[config.mk]
export PLATFORM = sky130hd
export DESIGN_NAME = aes_inv_sub_bytes_seq
export DESIGN_NICKNAME = d
export VERILOG_FILES = /design/src/rtl/aes_inv_sub_bytes_seq.sv
export SDC_FILE = /design/constraint.sdc
export NUM_CORES = 1
export LEC_CHECK = 0
export CAP_MARGIN = 40
export CELL_PAD_IN_SITES_DETAIL_PLACEMENT = 1
export CELL_PAD_IN_SITES_GLOBAL_PLACEMENT = 2
export CORE_ASPECT_RATIO = 1.2
export CORE_MARGIN = 5
export CORE_UTILIZATION = 36
export CTS_BUF_LIST = sky130_fd_sc_hd__clkbuf_8 sky130_fd_sc_hd__clkbuf_16
export DETAILED_ROUTE_END_ITERATION = 8
export MAX_ROUTING_LAYER = met4
export PLACE_DENSITY_LB_ADDON = 0.25
export SLEW_MARGIN = 20
export SYNTH_ARGS = -nofsm -noshare
export SYNTH_HDL_FRONTEND = slang
export SYNTH_SLANG_ARGS = --single-unit
[constraint.sdc]
create_clock -name clk -period 7.2 [get_ports clk]
set_input_delay 1.44 -clock clk [delete_from_list [all_inputs] [get_ports clk]]
set_output_delay 1.44 -clock clk [all_outputs]
set_load 0.03 [all_outputs]
[src/rtl/aes_inv_sub_bytes_seq.sv]
// Iterative AES InvSubBytes: substitutes BYTES_PER_CYCLE bytes of a 128-bit state per clock.
// Optional macro AES_INV_SBOX_PIPE_EN registers the S-box outputs and adds a PIPE drain state.
module aes_inv_sub_bytes_seq #(
    parameter int unsigned BYTES_PER_CYCLE = 4
) (
    input  logic         clk,
    input  logic         rst_n,
    input  logic         in_valid,
    output logic         in_ready,
    input  logic [127:0] state_in,
    output logic         out_valid,
    input  logic         out_ready,
    output logic [127:0] state_out,
    output logic         busy
);

    localparam int unsigned NumGroups = 16 / BYTES_PER_CYCLE;
    localparam int unsigned CntW      = (NumGroups > 1) ? $clog2(NumGroups) : 1;
    localparam int unsigned GrpW      = 8 * BYTES_PER_CYCLE;
    localparam logic [CntW-1:0] LastCnt = CntW'(NumGroups - 1);

    // Entry 0x00 sits in the top byte, so entry b lives at bit offset 8*(255-b).
    localparam logic [2047:0] InvSbox = {
        128'h52096ad53036a538bf40a39e81f3d7fb,
        128'h7ce339829b2fff87348e4344c4dee9cb,
        128'h547b9432a6c2233dee4c950b42fac34e,
        128'h082ea16628d924b2765ba2496d8bd125,
        128'h72f8f66486689816d4a45ccc5d65b692,
        128'h6c704850fdedb9da5e154657a78d9d84,
        128'h90d8ab008cbcd30af7e45805b8b34506,
        128'hd02c1e8fca3f0f02c1afbd0301138a6b,
        128'h3a9111414f67dcea97f2cfcef0b4e673,
        128'h96ac7422e7ad3585e2f937e81c75df6e,
        128'h47f11a711d29c5896fb7620eaa18be1b,
        128'hfc563e4bc6d279209adbc0fe78cd5af4,
        128'h1fdda8338807c731b11210592780ec5f,
        128'h60517fa919b54a0d2de57a9f93c99cef,
        128'ha0e03b4dae2af5b0c8ebbb3c83539961,
        128'h172b047eba77d626e169146355210c7d
    };

    function automatic logic [7:0] inv_sbox(input logic [7:0] b);
        return InvSbox[{~b, 3'b000} +: 8];
    endfunction

`ifdef AES_INV_SBOX_PIPE_EN
    typedef enum logic [1:0] {StIdle, StProc, StPipe, StDone} state_e;
`else
    typedef enum logic [1:0] {StIdle, StProc, StDone} state_e;
`endif

    state_e           state_q, state_d;
    logic [127:0]     data_q, data_d;
    logic [CntW-1:0]  cnt_q, cnt_d;

    logic [127:0]     lk_vec;
    logic [GrpW-1:0]  lk_grp, lk_sub;
    logic [GrpW-1:0]  wb_grp;
    logic [CntW-1:0]  wb_cnt;
    logic             wb_en;
    logic [127:0]     wb_top, mask_top, wb_vec, wb_mask;

    // Bring the current group to the top of the word so the S-box slice is fixed.
    assign lk_vec = data_q << (GrpW * 32'(cnt_q));
    assign lk_grp = lk_vec[127 -: GrpW];

    for (genvar j = 0; j < int'(BYTES_PER_CYCLE); j++) begin : g_sbox
        assign lk_sub[GrpW-1-8*j -: 8] = inv_sbox(lk_grp[GrpW-1-8*j -: 8]);
    end

`ifdef AES_INV_SBOX_PIPE_EN
    logic [GrpW-1:0] sbox_q;
    logic [CntW-1:0] wb_cnt_q;
    logic            wb_valid_q;

    // Lookup of group k overlaps the writeback of group k-1.
    always_ff @(posedge clk or negedge rst_n) begin
        if (!rst_n) begin
            sbox_q     <= '0;
            wb_cnt_q   <= '0;
            wb_valid_q <= 1'b0;
        end else begin
            wb_valid_q <= (state_q == StProc);
            if (state_q == StProc) begin
                sbox_q   <= lk_sub;
                wb_cnt_q <= cnt_q;
            end
        end
    end

    assign wb_grp = sbox_q;
    assign wb_cnt = wb_cnt_q;
    assign wb_en  = wb_valid_q;
    assign busy   = (state_q == StProc) || (state_q == StPipe);
`else
    assign wb_grp = lk_sub;
    assign wb_cnt = cnt_q;
    assign wb_en  = (state_q == StProc);
    assign busy   = (state_q == StProc);
`endif

    always_comb begin
        wb_top                = '0;
        wb_top[127 -: GrpW]   = wb_grp;
        mask_top              = '0;
        mask_top[127 -: GrpW] = '1;
    end

    assign wb_vec  = wb_top >> (GrpW * 32'(wb_cnt));
    assign wb_mask = mask_top >> (GrpW * 32'(wb_cnt));

    always_comb begin
        state_d  = state_q;
        data_d   = data_q;
        cnt_d    = cnt_q;
        in_ready = 1'b0;
        if (wb_en) begin
            data_d = (data_q & ~wb_mask) | wb_vec;
        end
        unique case (state_q)
            StIdle: in_ready = 1'b1;
            StProc: begin
                cnt_d = cnt_q + CntW'(1);
                if (cnt_q == LastCnt) begin
                    cnt_d = '0;
`ifdef AES_INV_SBOX_PIPE_EN
                    state_d = StPipe;
`else
                    state_d = StDone;
`endif
                end
            end
`ifdef AES_INV_SBOX_PIPE_EN
            StPipe: state_d = StDone;
`endif
            StDone: begin
                in_ready = out_ready;
                if (out_ready) begin
                    state_d = StIdle;
                end
            end
            default: state_d = StIdle;
        endcase
        // Accept overrides the DONE->IDLE release so back-to-back jobs have no bubble.
        if (in_valid && in_ready) begin
            data_d  = state_in;
            cnt_d   = '0;
            state_d = StProc;
        end
    end

    always_ff @(posedge clk or negedge rst_n) begin
        if (!rst_n) begin
            state_q <= StIdle;
            data_q  <= '0;
            cnt_q   <= '0;
        end else begin
            state_q <= state_d;
            data_q  <= data_d;
            cnt_q   <= cnt_d;
        end
    end

    assign out_valid = (state_q == StDone);
    assign state_out = data_q;

endmodule

==> flow_metrics.tcl <==
set metrics [dict create \
    num_vias 27013 \
    vias_per_cell 7.43 \
    avgRoutedWirePerCell_um 35.7 \
    synth-compound-area-share_pct 41.2 \
    slew_headroom_pct 41.7 \
    cp_data_required_time_ns 7.57 \
    die_area_um2 62900 \
    clock_latency_ns 0.50 \
    cp_common_cell "buf_4" \
    ys_top_cells_by_count "299 x a21oi_1, 270 x nor2_1, 189 x nand2_1" \
    portBuffers 262 \
    syn_avg_cell_area_um2 7.32 \
    placed_cells 3589 \
    track_usage_pct 40.1 \
    antenna_found_initial 10 \
    final_cells 3635 \
    synth_top_area_share_pct 15.8 \
    maxSlewViolCount 0 \
    grt_max_degree 82 \
    io_pins 263 \
    drive_above_1_share_pct 8.93 \
    cts_tree "built" \
    finalClockSkew_ns 0.0166 \
    dpl.hpwl_mm 91.2 \
    first_global_vias 26846 \
    hold_violations 0 \
    wirelength_mm 130 \
    synth_enable_flop_cells 0 \
    first_pass_iters 6 \
    synth-simple-area-share_pct 20.0 \
    cts_sinks 132 \
    cts_hold_buffers 0 \
    globalplace.congestion 1.06 \
    synthesis.nets 3037 \
    syn_area_um2 20900 \
    holdWs_ns 0.592 \
    clock.fmax_mhz 191 \
    crit_path_max_incr_delay_ns 0.80 \
    critPathLaunchType "register" \
    nets 3065 \
    crit_arrival_ns 5.60 \
    setup_viol 0 \
    worst-slew-pin-transition_ns 0.872 \
    synth.distinct_cells 103 \
    maxCapViolations 0 \
    drt_iter0_markers 3620 \
    synthTopCellsByArea "dfrtp_1 16%, a21oi_1 7.2%, nor2_1 4.9%" \
    postCtsSetupRepairBufs 0 \
    coreArea_um2 57300 \
    postRouteAntennaNets 0 \
    synth_ff_type "dfrtp_1" \
    fin_crit_ns 5.24 \
    yosysTopAreaCell "dfrtp_1" \
    die_w_um 230 \
    status "completed" \
    die_h_um 274 \
    yosysMostFrequentCell "a21oi_1" \
    drcViolationCount 0 \
    regArea_um2 3310 \
    period_share_pct 72.7 \
    grt_pass1_wl_mm 188 \
    cts_resized 0 \
    path_cells "buf_4, mux2i_1, mux2_2, inv_2, buf_4, nand2_1, o221ai_1, a221oi_1, a311oi_1, nor4b_2, o22ai_1" \
    synth_top_family_by_area "compound AO/OA/AOI/OAI gates" \
    start_util_pct 36.4 \
    path_clk_slew_ns 0.07 \
    critical_path_class "register to register" \
    clockRootBuffer "clkbuf_16" \
    ys_async_sr_fraction_pct 100 \
    worst_setup_path_end_kind "register" \
    synthMuxAreaShare_pct 10.0 \
    hold_path.class "register to register" \
    multiInputGateArea_um2 15800 \
    rows 96 \
    crit_path_top_delay_cell "dfrtp_4" \
    synth-xor-area-share_pct 1.08 \
    ys_seq_elements 132 \
    cts_buffer_depth 2 \
    synthAdderAreaFrac_pct 3.36 \
    cts_inserted_buffers 17 \
    yosysSeqAreaShare_pct 15.8 \
    fin_tns_setup_ns 0 \
    n_fill_cell 7060 \
    grt_overflow 0 \
    yosysWarnings 0 \
    rsz0062_at_grt "no" \
    htreeDepth 4 \
    path_max_fanout 44 \
    area_growth_pct 16.1 \
    syn_inst 2849 \
]
==> kinds of logic after synthesis <==
logic type,count (synthesis)
compound gates,1235
mux,161
fa+ha+maj,56
buf+inv,382
flops,132
simple gates,859
xor+xnor,24
==> per-layer routing <==
layer | track usage (%) | vias to the layer above | wire length, µm
li1 | - | 11138 | -
met4 | 25.8 | 0 | 10200
met2 | 62.3 | 1986 | 58500
met5 | - | - | 0
met1 | 47.5 | 13289 | 48600
met3 | 8.20 | 600 | 12300
==> worst paths after layout <==
| path | from | endpoint | slack (ns) | cells after the start |
|---|---|---|---|---|
| max | cnt_q[1] | state_out[44] | 1.96 | 11 |
| min | state_out[55] | state_out[55] | 0.59 | 2 |
| max reg2reg | cnt_q[1] | state_out[44] | 1.96 | 11 |
| min reg2reg | state_out[55] | state_out[55] | 0.59 | 2 |
| max in group asynchronous | rst_n | cnt_q[1] | 5.02 | 3 |
| min in group asynchronous | rst_n | state_out[68] | 0.88 | 1 |
==> flip-flops by register name, indices dropped and copies added (netlist names) <==
| register | count |
|---|---|
| state_out | 128 |
| cnt_q | 2 |
| state_q | 2 |
==> worst max-delay path, delay by kind of cell (launching register included) <==
family	cells	cell delay (ns)
AOI/OAI and AO/OA	4	0.79
buffers and inverters	3	1.45
DFF	1	0.80
muxes	2	0.99
and+or+nand+nor	2	1.00
==> stage by stage <==
step	util [%]	area (µm²)	setup WS (ns)
finish	42.2	24200	1.96
global route	42.2	24200	1.85
CTS	42.1	24100	2.12
detailed placement	41.1	23500	2.14
global placement	40.8	23400	2.20
floorplan	-	20900	3.62
==> final cells by class <==
class,instances,area share [%]
inverters,59,0.915
well taps,735,3.80
multi-input cells,2335,65.4
repair buffers,332,13.7
diodes,10,0.103
clock inverters,14,0.589
clock buffers,18,1.81
flip-flops and latches,132,13.7
==> cell usage in the layout (no fill, tap or decap), drive strengths merged, types with 41 or more instances in the layout <==
cell           Yosys  routed
nor3              53      53
clkdlybuf4s50      0     261
a31oi             51      51
nor2             271     271
inv               54      61
o311ai            41      41
a221oi            41      41
o21ai            154     154
o221ai            48      48
nand3             56      56
buf              147      70
nand2b            78      78
a21oi            299     299
a211oi            44      44
o22ai            132     132
ha                56      56
dfrtp            132     132
nand2            191     191
o211ai            84      84
mux2i             97      97
Power is not shown: default switching activity piles up to over one toggle a cycle in this logic, so the estimate is an artifact.
